--- config.mk ---
export PLATFORM = sky130hd
export DESIGN_NAME = delay_timer_arbiter
export DESIGN_NICKNAME = d
export VERILOG_FILES = /design/src/rtl/delay_timer_arbiter_pkg.sv /design/src/rtl/delay_timer_arbiter_tick.sv /design/src/rtl/delay_timer_arbiter.sv
export SDC_FILE = /design/constraint.sdc
export NUM_CORES = 1
export LEC_CHECK = 0
export CORE_MARGIN = 4
export CORE_UTILIZATION = 50
export CTS_CLUSTER_DIAMETER = 50
export CTS_CLUSTER_SIZE = 12
export DETAILED_ROUTE_END_ITERATION = 8
export GPL_TIMING_DRIVEN = 0
export PLACE_DENSITY_LB_ADDON = 0.08
export RECOVER_POWER = 100
export SYNTH_ARGS = -nofsm -noshare
export SYNTH_HDL_FRONTEND = slang
export SYNTH_SLANG_ARGS = --single-unit
--- constraint.sdc ---
create_clock -name clk -period 4.26 [get_ports clk]
set_input_delay 0.426 -clock clk [delete_from_list [all_inputs] [get_ports clk]]
set_output_delay 0.426 -clock clk [all_outputs]
set_load 0.1 [all_outputs]
--- src/rtl/delay_timer_arbiter_pkg.sv ---
// Shared types and helpers for the delay_timer_arbiter block: FSM states,
// prescale presets and the round-robin pick function.
package delay_timer_arbiter_pkg;

    typedef enum logic [1:0] {
        IDLE  = 2'd0,
        COUNT = 2'd1,
        DONE  = 2'd2
    } state_e;

    localparam int unsigned PRESCALE_1HZ = 100_000_000;
    localparam int unsigned PRESCALE_SIM = 4;

    // One-hot of the first set request at or after ptr, wrapping modulo n (n <= 8).
    function automatic logic [7:0] rr_pick(input logic [7:0] req,
                                           input logic [2:0] ptr,
                                           input int unsigned n);
        logic [7:0] oh;
        logic [2:0] j;
        logic       found;
        oh    = '0;
        found = 1'b0;
        for (int unsigned k = 0; k < 8; k++) begin
            if (k < n && !found) begin
                j = 3'((32'(ptr) + k) % n);
                if (req[j]) begin
                    oh[j] = 1'b1;
                    found = 1'b1;
                end
            end
        end
        return oh;
    endfunction

endpackage

--- src/rtl/delay_timer_arbiter_tick.sv ---
// Tick prescaler: counts 0..PRESCALE-1 while enabled and pulses tick on the
// last count; clr forces the count back to zero.
module tick_prescaler #(
    parameter int unsigned PRESCALE = 4,
    parameter int unsigned PRE_W    = 32
) (
    input  logic             clk,
    input  logic             rst,
    input  logic             clr,
    input  logic             en,
    output logic             tick,
    output logic [PRE_W-1:0] count
);

    localparam logic [PRE_W-1:0] LAST_CNT = PRE_W'(PRESCALE - 1);

    logic [PRE_W-1:0] count_q;
    logic [PRE_W-1:0] count_d;

    assign tick  = en && (count_q == LAST_CNT);
    assign count = count_q;

    always_comb begin
        count_d = count_q;
        if (clr) begin
            count_d = '0;
        end else if (en) begin
            count_d = tick ? '0 : count_q + 1'b1;
        end
    end

    always_ff @(posedge clk or negedge rst) begin
        if (!rst) begin
            count_q <= '0;
        end else begin
            count_q <= count_d;
        end
    end

endmodule

--- src/rtl/delay_timer_arbiter.sv ---
// Round-robin arbiter sharing one prescaled tick timer between NUM_REQ requesters.
// Optional LED half-period output enabled by defining DELAY_TIMER_ARBITER_LED_EN.
module delay_timer_arbiter
    import delay_timer_arbiter_pkg::*;
#(
    parameter int unsigned NUM_REQ  = 4,
    parameter int unsigned DLY_W    = 8,
    parameter int unsigned PRESCALE = PRESCALE_1HZ,
    parameter int unsigned PRE_W    = 32
) (
    input  logic                     clk,
    input  logic                     rst,
    input  logic [NUM_REQ-1:0]       req,
    input  logic [NUM_REQ*DLY_W-1:0] dly,
    output logic [NUM_REQ-1:0]       gnt,
    output logic [NUM_REQ-1:0]       done,
    output logic                     busy,
`ifdef DELAY_TIMER_ARBITER_LED_EN
    output logic                     led,
`endif
    output logic                     tick
);

    localparam int unsigned IDX_W = (NUM_REQ > 1) ? $clog2(NUM_REQ) : 1;
    localparam logic [PRE_W-1:0] LAST_CNT = PRE_W'(PRESCALE - 1);

    state_e             state_q, state_d;
    logic [NUM_REQ-1:0] gnt_q, gnt_d;
    logic [IDX_W-1:0]   idx_q, idx_d;
    logic [IDX_W-1:0]   rr_q, rr_d;
    logic [DLY_W-1:0]   rem_q, rem_d;

    logic [7:0]         pick_oh;
    logic [IDX_W-1:0]   pick_idx;
    logic [IDX_W-1:0]   rr_next;
    logic               pre_clr;
    logic               pre_en;
    logic               pre_tick;
    logic [PRE_W-1:0]   pre_count;
    logic               last_cycle;

    tick_prescaler #(
        .PRESCALE (PRESCALE),
        .PRE_W    (PRE_W)
    ) u_prescaler (
        .clk   (clk),
        .rst   (rst),
        .clr   (pre_clr),
        .en    (pre_en),
        .tick  (pre_tick),
        .count (pre_count)
    );

    assign last_cycle = (pre_count == LAST_CNT);
    assign rr_next    = (idx_q == IDX_W'(NUM_REQ - 1)) ? '0 : idx_q + 1'b1;

    always_comb begin
        pick_oh  = rr_pick(8'(req), 3'(rr_q), NUM_REQ);
        pick_idx = '0;
        for (int unsigned k = 0; k < 8; k++) begin
            if (pick_oh[k]) begin
                pick_idx = IDX_W'(k);
            end
        end
    end

    always_comb begin
        state_d = state_q;
        gnt_d   = gnt_q;
        idx_d   = idx_q;
        rr_d    = rr_q;
        rem_d   = rem_q;
        pre_clr = 1'b0;
        pre_en  = 1'b0;
        unique case (state_q)
            IDLE: begin
                pre_clr = 1'b1;
                if (|req) begin
                    gnt_d   = pick_oh[NUM_REQ-1:0];
                    idx_d   = pick_idx;
                    rem_d   = dly[pick_idx*DLY_W +: DLY_W];
                    state_d = (rem_d == '0) ? DONE : COUNT;
                end
            end
            COUNT: begin
                // An abort wins over a tick landing in the same cycle, so a
                // dropped request never sees a final tick or done.
                if (!req[idx_q]) begin
                    gnt_d   = '0;
                    rr_d    = rr_next;
                    pre_clr = 1'b1;
                    state_d = IDLE;
                end else begin
                    pre_en = 1'b1;
                    if (last_cycle && rem_q != '0) begin
                        rem_d = rem_q - 1'b1;
                        if (rem_q == DLY_W'(1)) begin
                            state_d = DONE;
                        end
                    end
                end
            end
            DONE: begin
                gnt_d   = '0;
                rr_d    = rr_next;
                pre_clr = 1'b1;
                state_d = IDLE;
            end
            default: begin
                gnt_d   = '0;
                state_d = IDLE;
            end
        endcase
    end

    always_ff @(posedge clk or negedge rst) begin
        if (!rst) begin
            state_q <= IDLE;
            gnt_q   <= '0;
            idx_q   <= '0;
            rr_q    <= '0;
            rem_q   <= '0;
        end else begin
            state_q <= state_d;
            gnt_q   <= gnt_d;
            idx_q   <= idx_d;
            rr_q    <= rr_d;
            rem_q   <= rem_d;
        end
    end

    assign gnt  = gnt_q;
    assign done = (state_q == DONE) ? gnt_q : '0;
    assign busy = (state_q != IDLE);
    assign tick = pre_tick;

`ifdef DELAY_TIMER_ARBITER_LED_EN
    localparam logic [PRE_W-1:0] HALF_CNT = PRE_W'(PRESCALE / 2);
    assign led = busy && (pre_count < HALF_CNT);
`endif

endmodule

==> metrics.txt <==
status finished clean; Synth area leader dfrtp_1; static leakage roughly 1.8 nW; clk_lat worst skew roughly 300 ps; mapped cell area around 0.0036 mm²; H-tree levels 2; worst hold slack between 300 and 400 ps; global-route usage over all layers 19.54%; die height ~93 µm; Critical Path RT roughly 4500 ps; measured slew at the worst slew-check pin 1488 ps; Crit Path Class reg -> reg; RSZ-0062 raised after global routing no; DR WL met3 between 200 and 300 µm; Fillers 639; DR iter-0 viols 106; Max Root-Sink Buffers 2; Final Hold Vio Count 0; setup bufs post-CTS 0; n_diodes 0; EDFF count, synth 0; Commonest cells post-synth dfrtp_1 (50), nor2_1 (46), nand2_1 (35); register bit total from synthesis 50; Synth cell types 66; pin count of the biggest net entering global routing 30; I/O Buffers 43; DR pass1 iterations 4; Initial Util ~52%; detailed placer's ending HPWL between 6000 and 7000 µm; Crit Path Max Fanout 10; worst rel slew slack 0.8246%; clk slew on worst S/H paths approximately 90 ps; total wire length 8156 µm; Synth async-reset ratio 100.0%; Routed Antenna Nets 0; global-route wire length before repair 14,140 µm; antenna violations before repair 0; wl on met1 ~3800 µm; Worst EP arrival 4150 ps; grt ovf 0; WL/cell approximately 15 µm; Top Metal Used met4; io pins 48; CP startpoint kind flop; synth-to-layout area growth 17.73%; Hold Buf Count CTS 0; Worst VDD drop 0.3226 mV; DR WL met2 4020 µm; via count roughly 3,100; Core Area about 0.007 mm²; CP endpoint kind flop; cell count after synthesis slightly above 400; number of global-route vias before repair ~3,100; Yosys warnings 0; Final Slew Violations 0; std cell rows 30; area share of the largest cell type after synthesis around a third; power per cell area 613.9 mW/mm²; Final min period 3959 ps; fmax approximately 250 MHz; Synth Flop Type dfrtp_1; largest cells by area after synthesis dfrtp_1 (35%), ha_1 (4.8%), xor2_1 (4.8%), nor2_1 (4.8%), nand2_1 (3.6%); Setup Viol. Count Final 0; Seq/Total Area, Yosys 34.57%; CTS sink cnt 50; CTS root buffer clkbuf_8; post-CTS sizing 0; CTS tree built; via/cell ratio around 5.6; Die X-Extent between 90 and 100 µm; Max-Cap Viols 0; setup_tns 0 ps; detailed-route DRC error count 0; layout cells sized above 1 6.263%; GPL Wtd Cong approximately 0.85; syn_nets 463; final period utilization 92.93%; TritonCTS Buffers 5; clock skew between 8 and 9 ps; Nets roughly 510; area of the die ~0.0087 mm²; top-count cell post-synth dfrtp_1; Hold WC Path Type in -> async; Synth Area per Inst roughly 8.8 µm²
layout by cell type, fill, tap and decap left out, types with 7 or more instances in the layout:
cell / instances
xnor2_1: 7
nand3_1: 15
nand4_1: 9
a21oi_1: 14
dlygate4sd3_1: 10
a211oi_1: 7
ha_1: 14
clkdlybuf4s50_1: 32
nand2_1: 35
and2_1: 10
nor4_1: 7
o21ai_0: 17
dfrtp_1: 50
a21o_1: 8
nor2_1: 46
nor3_1: 14
xor2_1: 20
inv_1: 16
clkbuf_1: 14
and3_1: 9
logic make-up after synthesis:
group,share of synthesized area (%)
flops,34.57
fa+ha+maj,4.839
buf+inv,4.701
compound gates,17.35
xor+xnor,6.533
simple gates,26.41
mux,5.600
power breakdown:
part / leakage, nW / total (W) / internal, W / switching [W]
logic: 1.04 / 0.00167 / 0.000663 / 0.00101
registers: 0.671 / 0.000659 / 0.000557 / 0.000102
clock network: 0.0482 / 0.000286 / 0.000131 / 0.000155
total: 1.76 / 0.00262 / 0.00135 / 0.00126
sequential cells by signal, summed over array words and instances, names as in the netlist:
signal and cells:
gnt 4, idx_q 2, rem_q 8, rr_q 2, state_q 2, u_prescaler.count 32
path summary, 6_finish.rpt:
check	start	to	slack (ps)	cells past startpoint
max in group asynchronous	rst	u_prescaler.count[17]$_DFFE_PN0P_	2000	2
min in group clk	u_prescaler.count[6]$_DFFE_PN0P_	u_prescaler.count[6]$_DFFE_PN0P_	520	1
hold / removal	rst	u_prescaler.count[3]$_DFFE_PN0P_	330	1
setup reg to reg	rr_q[0]$_DFFE_PN0P_	state_q[0]$_DFFE_PN0P_	300	12
hold reg to reg	u_prescaler.count[6]$_DFFE_PN0P_	u_prescaler.count[6]$_DFFE_PN0P_	520	1
setup / recovery	rr_q[0]$_DFFE_PN0P_	state_q[0]$_DFFE_PN0P_	300	12
layout make-up:
type | instances | area, µm² | share of cell area, %
multi-input combinational | 326 | 2201 | 51.64
sequential | 50 | 1251 | 29.36
timing repair buffer | 44 | 427.9 | 10.04
tap | 96 | 120.1 | 2.819
buffer | 19 | 110.1 | 2.584
clock buffer | 7 | 86.33 | 2.026
inverter | 16 | 60.06 | 1.409
clock inverter | 1 | 5.005 | 0.1174
per-layer routing:
| metal | global-route usage [%] | vias to the layer above |
|---|---|---|
| met5 | 0 | - |
| met2 | 34.19 | 62 |
| met4 | 5.739 | 0 |
| li1 | - | 1595 |
| met3 | 2.414 | 10 |
| met1 | 25.23 | 1481 |
critical path, stage by stage (launching register included):
cell and delay, ps:
dfrtp_1 520, buf_6 200, inv_1 80, ha_1 380, mux4_2 450, or3b_1 460
a21oi_1 290, or4_4 190, buf_6 140, mux2_4 300, a221o_1 370, nor4_2 370
o21ai_1 90
stage by stage:
stage               setup WS [ps]  std cells  power (W)  instance area [µm²]  utilization, %
floorplan                   284.2        411   0.001946                 3626               -
global placement            462.5        550   0.002306                 4177           60.47
detailed placement          429.3        551   0.002351                 4192           60.69
CTS                         399.1        559   0.002642                 4283           62.01
global route                135.6        559   0.002826                 4262           61.70
finish                      301.1        559   0.002616                 4262           61.70
No activity file was read; power rests on OpenSTA's default activity.
==> RTL edit, RTL diff (same flow settings) <==
One comparison of `count_q` changes from == to >=.
--- a/src/rtl/delay_timer_arbiter_tick.sv
+++ b/src/rtl/delay_timer_arbiter_tick.sv
@@ -18,5 +18,5 @@
     logic [PRE_W-1:0] count_d;
 
-    assign tick  = en && (count_q == LAST_CNT);
+    assign tick  = en && (count_q >= LAST_CNT);
     assign count = count_q;
 
Behaviour: same outputs for any inputs over 4 cycles, from zero or initial values and one cycle with rst low; that may be too few to reach the edited logic, so the function may still have changed.
==> RTL edit against the unedited design <==
  * Synthesized area decreased by 3.2%
  * Sequential share of layout area increased by 0.78 points
  * Routed wire length decreased by 0.28%
  * Total power decreased by 1.1%
  * Clock power about the same
  * Setup slack improved by 0.044 ns
  * Sequential cell count unchanged
  * Cell area decreased by 2.6%
==> RTL edit: results (changes against the unedited design) <==
run_status:
  status: "complete, no violations"  # unchanged
grt:
  grt_pass1_wl_mm: 14.0  # was 14.1 mm
  grt_util_all_layers_pct: 19.9  # was 19.5%
  antenna_found_initial: 0  # unchanged
  grt_start_max_net_pins: 27  # was 30
clock_tree:
  clockBufferDepth: 2  # unchanged
  cts_buffers: 5  # unchanged
  cts_resized: 0  # unchanged
  post_cts_buffers: 0  # unchanged
  clock_latency_ns: 0.30  # about the same
  cts_max_level: 2  # unchanged
  clk_pin_slew_ns: 0.09  # about the same
  root_buffer: "clkbuf_8"  # unchanged
timing:
  fin_crit_sh_pct: 91.9  # was 92.9%
  tightestPinTransition_ns: 1.39  # was 1.49 ns
  timing.hold.ws_ns: 0.391  # was 0.330 ns
  fin_skew_ns: 0.00641  # was 0.00800 ns
worst_hold_path:
  hp-class: "input pin to async pin"  # unchanged
final_layout:
  drive_gt1_share_pct: 6.56  # was 6.26%
  antenna_cells: 0  # unchanged
  nets: 508  # was 514
  largest_reg_flops: 32  # unchanged
drt:
  vias: 3144  # was 3148
  wirelength_mm: 8.13  # was 8.16 mm
  drtIter0Drc: 151  # was 106
  firstDrtPassIters: 4  # unchanged
placement:
  place.gp.congestion: 0.897  # was 0.847
  pre_cts_ws_ns: 0.556  # was 0.429 ns
  port_buffers: 47  # was 43
  place_area_um2: 4110  # was 4190 um2
  dp_hpwl_mm: 6.28  # was 6.42 mm
logic_synthesis:
  yosysWarnings: 0  # unchanged
  async_reset_ff_share_pct: 100  # unchanged
  synth-main-ff-cell: "dfrtp_1"  # unchanged
  seq_area_frac_synth_pct: 35.7  # was 34.6%
  syn-num-nets: 453  # was 463
  ys_top_cells_by_area: "dfrtp_1, nor2_1, ha_1"  # was dfrtp_1, ha_1, xor2_1
  synth.distinct_cells: 60  # was 66
  synth_common_cells: "dfrtp_1, nor2_1, nand2_1"  # unchanged
setup_path:
  worst-path-max-fanout: 7  # was 10
  max_stage_delay_ns: 1.29  # was 0.52 ns
  critPathArrivalTime_ns: 3.49  # was 4.15 ns
  crit_family: "buffers and inverters"  # was simple AND/OR/NAND/NOR gates
  r2r_setup_slack_ns: 0.44  # was 0.30 ns
  slowest_stage: "dlygate4sd3_1"  # was dfrtp_1
  rr_worst_depth: 10  # was 12
power:
  ir_worst_vdd_mv: 0.429  # was 0.323 mV
  p_leak_nw: 1.67  # was 1.76 nW
  switching_power_mw: 1.26  # about the same
[RTL edit: cell types whose count changed after synthesis, moves of 4 or more]
cell      before  now
a311o_1        0    4
or4_1          0    4
nand3_1       15   25
xor2_1        20    6
a21oi_1       13   19
nand4_1        9    3
a22o_1         1    8
nand2_1       35   41
clkbuf_1      11    7
[RTL edit: path summary, 6_finish.rpt]
kind | from | to
max | u_prescaler.count[0]$_DFFE_PN0P_ | tick
min | rst | u_prescaler.count[5]$_DFFE_PN0P_
max reg2reg | rr_q[0]$_DFFE_PN0P_ | state_q[0]$_DFFE_PN0P_
min reg2reg | u_prescaler.count[6]$_DFFE_PN0P_ | u_prescaler.count[6]$_DFFE_PN0P_
max in group asynchronous | rst | u_prescaler.count[23]$_DFFE_PN0P_
min in group clk | u_prescaler.count[6]$_DFFE_PN0P_ | u_prescaler.count[6]$_DFFE_PN0P_
[RTL edit: stage by stage]
stage | instances | utilization (%)
after global routing | 553 | 61.1
after detailed placement | 545 | 60.5
final | 553 | 61.1
after CTS | 553 | 61.9
after global placement | 544 | 60.3
after floorplan | 401 | -
[RTL edit: worst reg2reg max path: cells and delay by family, from the launching register on]
| family | cells | cell delay, ns |
|---|---|---|
| fa+ha+maj | 1 | 0.39 |
| flops | 1 | 0.46 |
| compound gates | 4 | 1.25 |
| simple gates | 2 | 0.65 |
| buf+inv | 2 | 0.51 |
| mux | 1 | 0.42 |
[RTL edit: final cells by class]
cell class,instances,area (um2)
Timing Repair Buffer,48,468
Fill cell,612,2640
Sequential cell,50,1250
Clock inverter,2,12.5
Clock buffer,6,82.6
Inverter,13,48.8
Tap cell,96,120
Buffer,15,73.8
Multi-Input combinational cell,323,2090
[RTL edit: power by group through the flow]
stage	sequential (mW)	clock (mW)	combinational [mW]
2_1_floorplan	0.706	0	1.25
3_3_place_gp	0.662	0	1.68
3_5_place_dp	0.662	0	1.70
4_1_cts	0.653	0.296	1.71
5_1_grt	0.669	0.319	1.83
6_report	0.653	0.285	1.65
[RTL edit: kinds of logic (layout without fill, tap and decap cells)]
family,Yosys count,in the layout,share of synthesized area (%)
AOI/OAI and AO/OA,93,93,18.9
xor gates and xnor gates,13,13,3.25
adders and majority gates,14,14,5.00
buffers and inverters,28,84,3.78
DFF,50,50,35.7
muxes,13,13,5.64
and+or+nand+nor,190,190,27.8
[RTL edit: routing by layer]
layer  global-route usage, %  share of wire (%)  up-vias
met1                    25.9                 47     1473
met2                    34.4                 48       78
li1                        -                  -     1583
met4                    5.07                1.3        0
met3                    3.04                3.9       10
met5                       0                  0        -
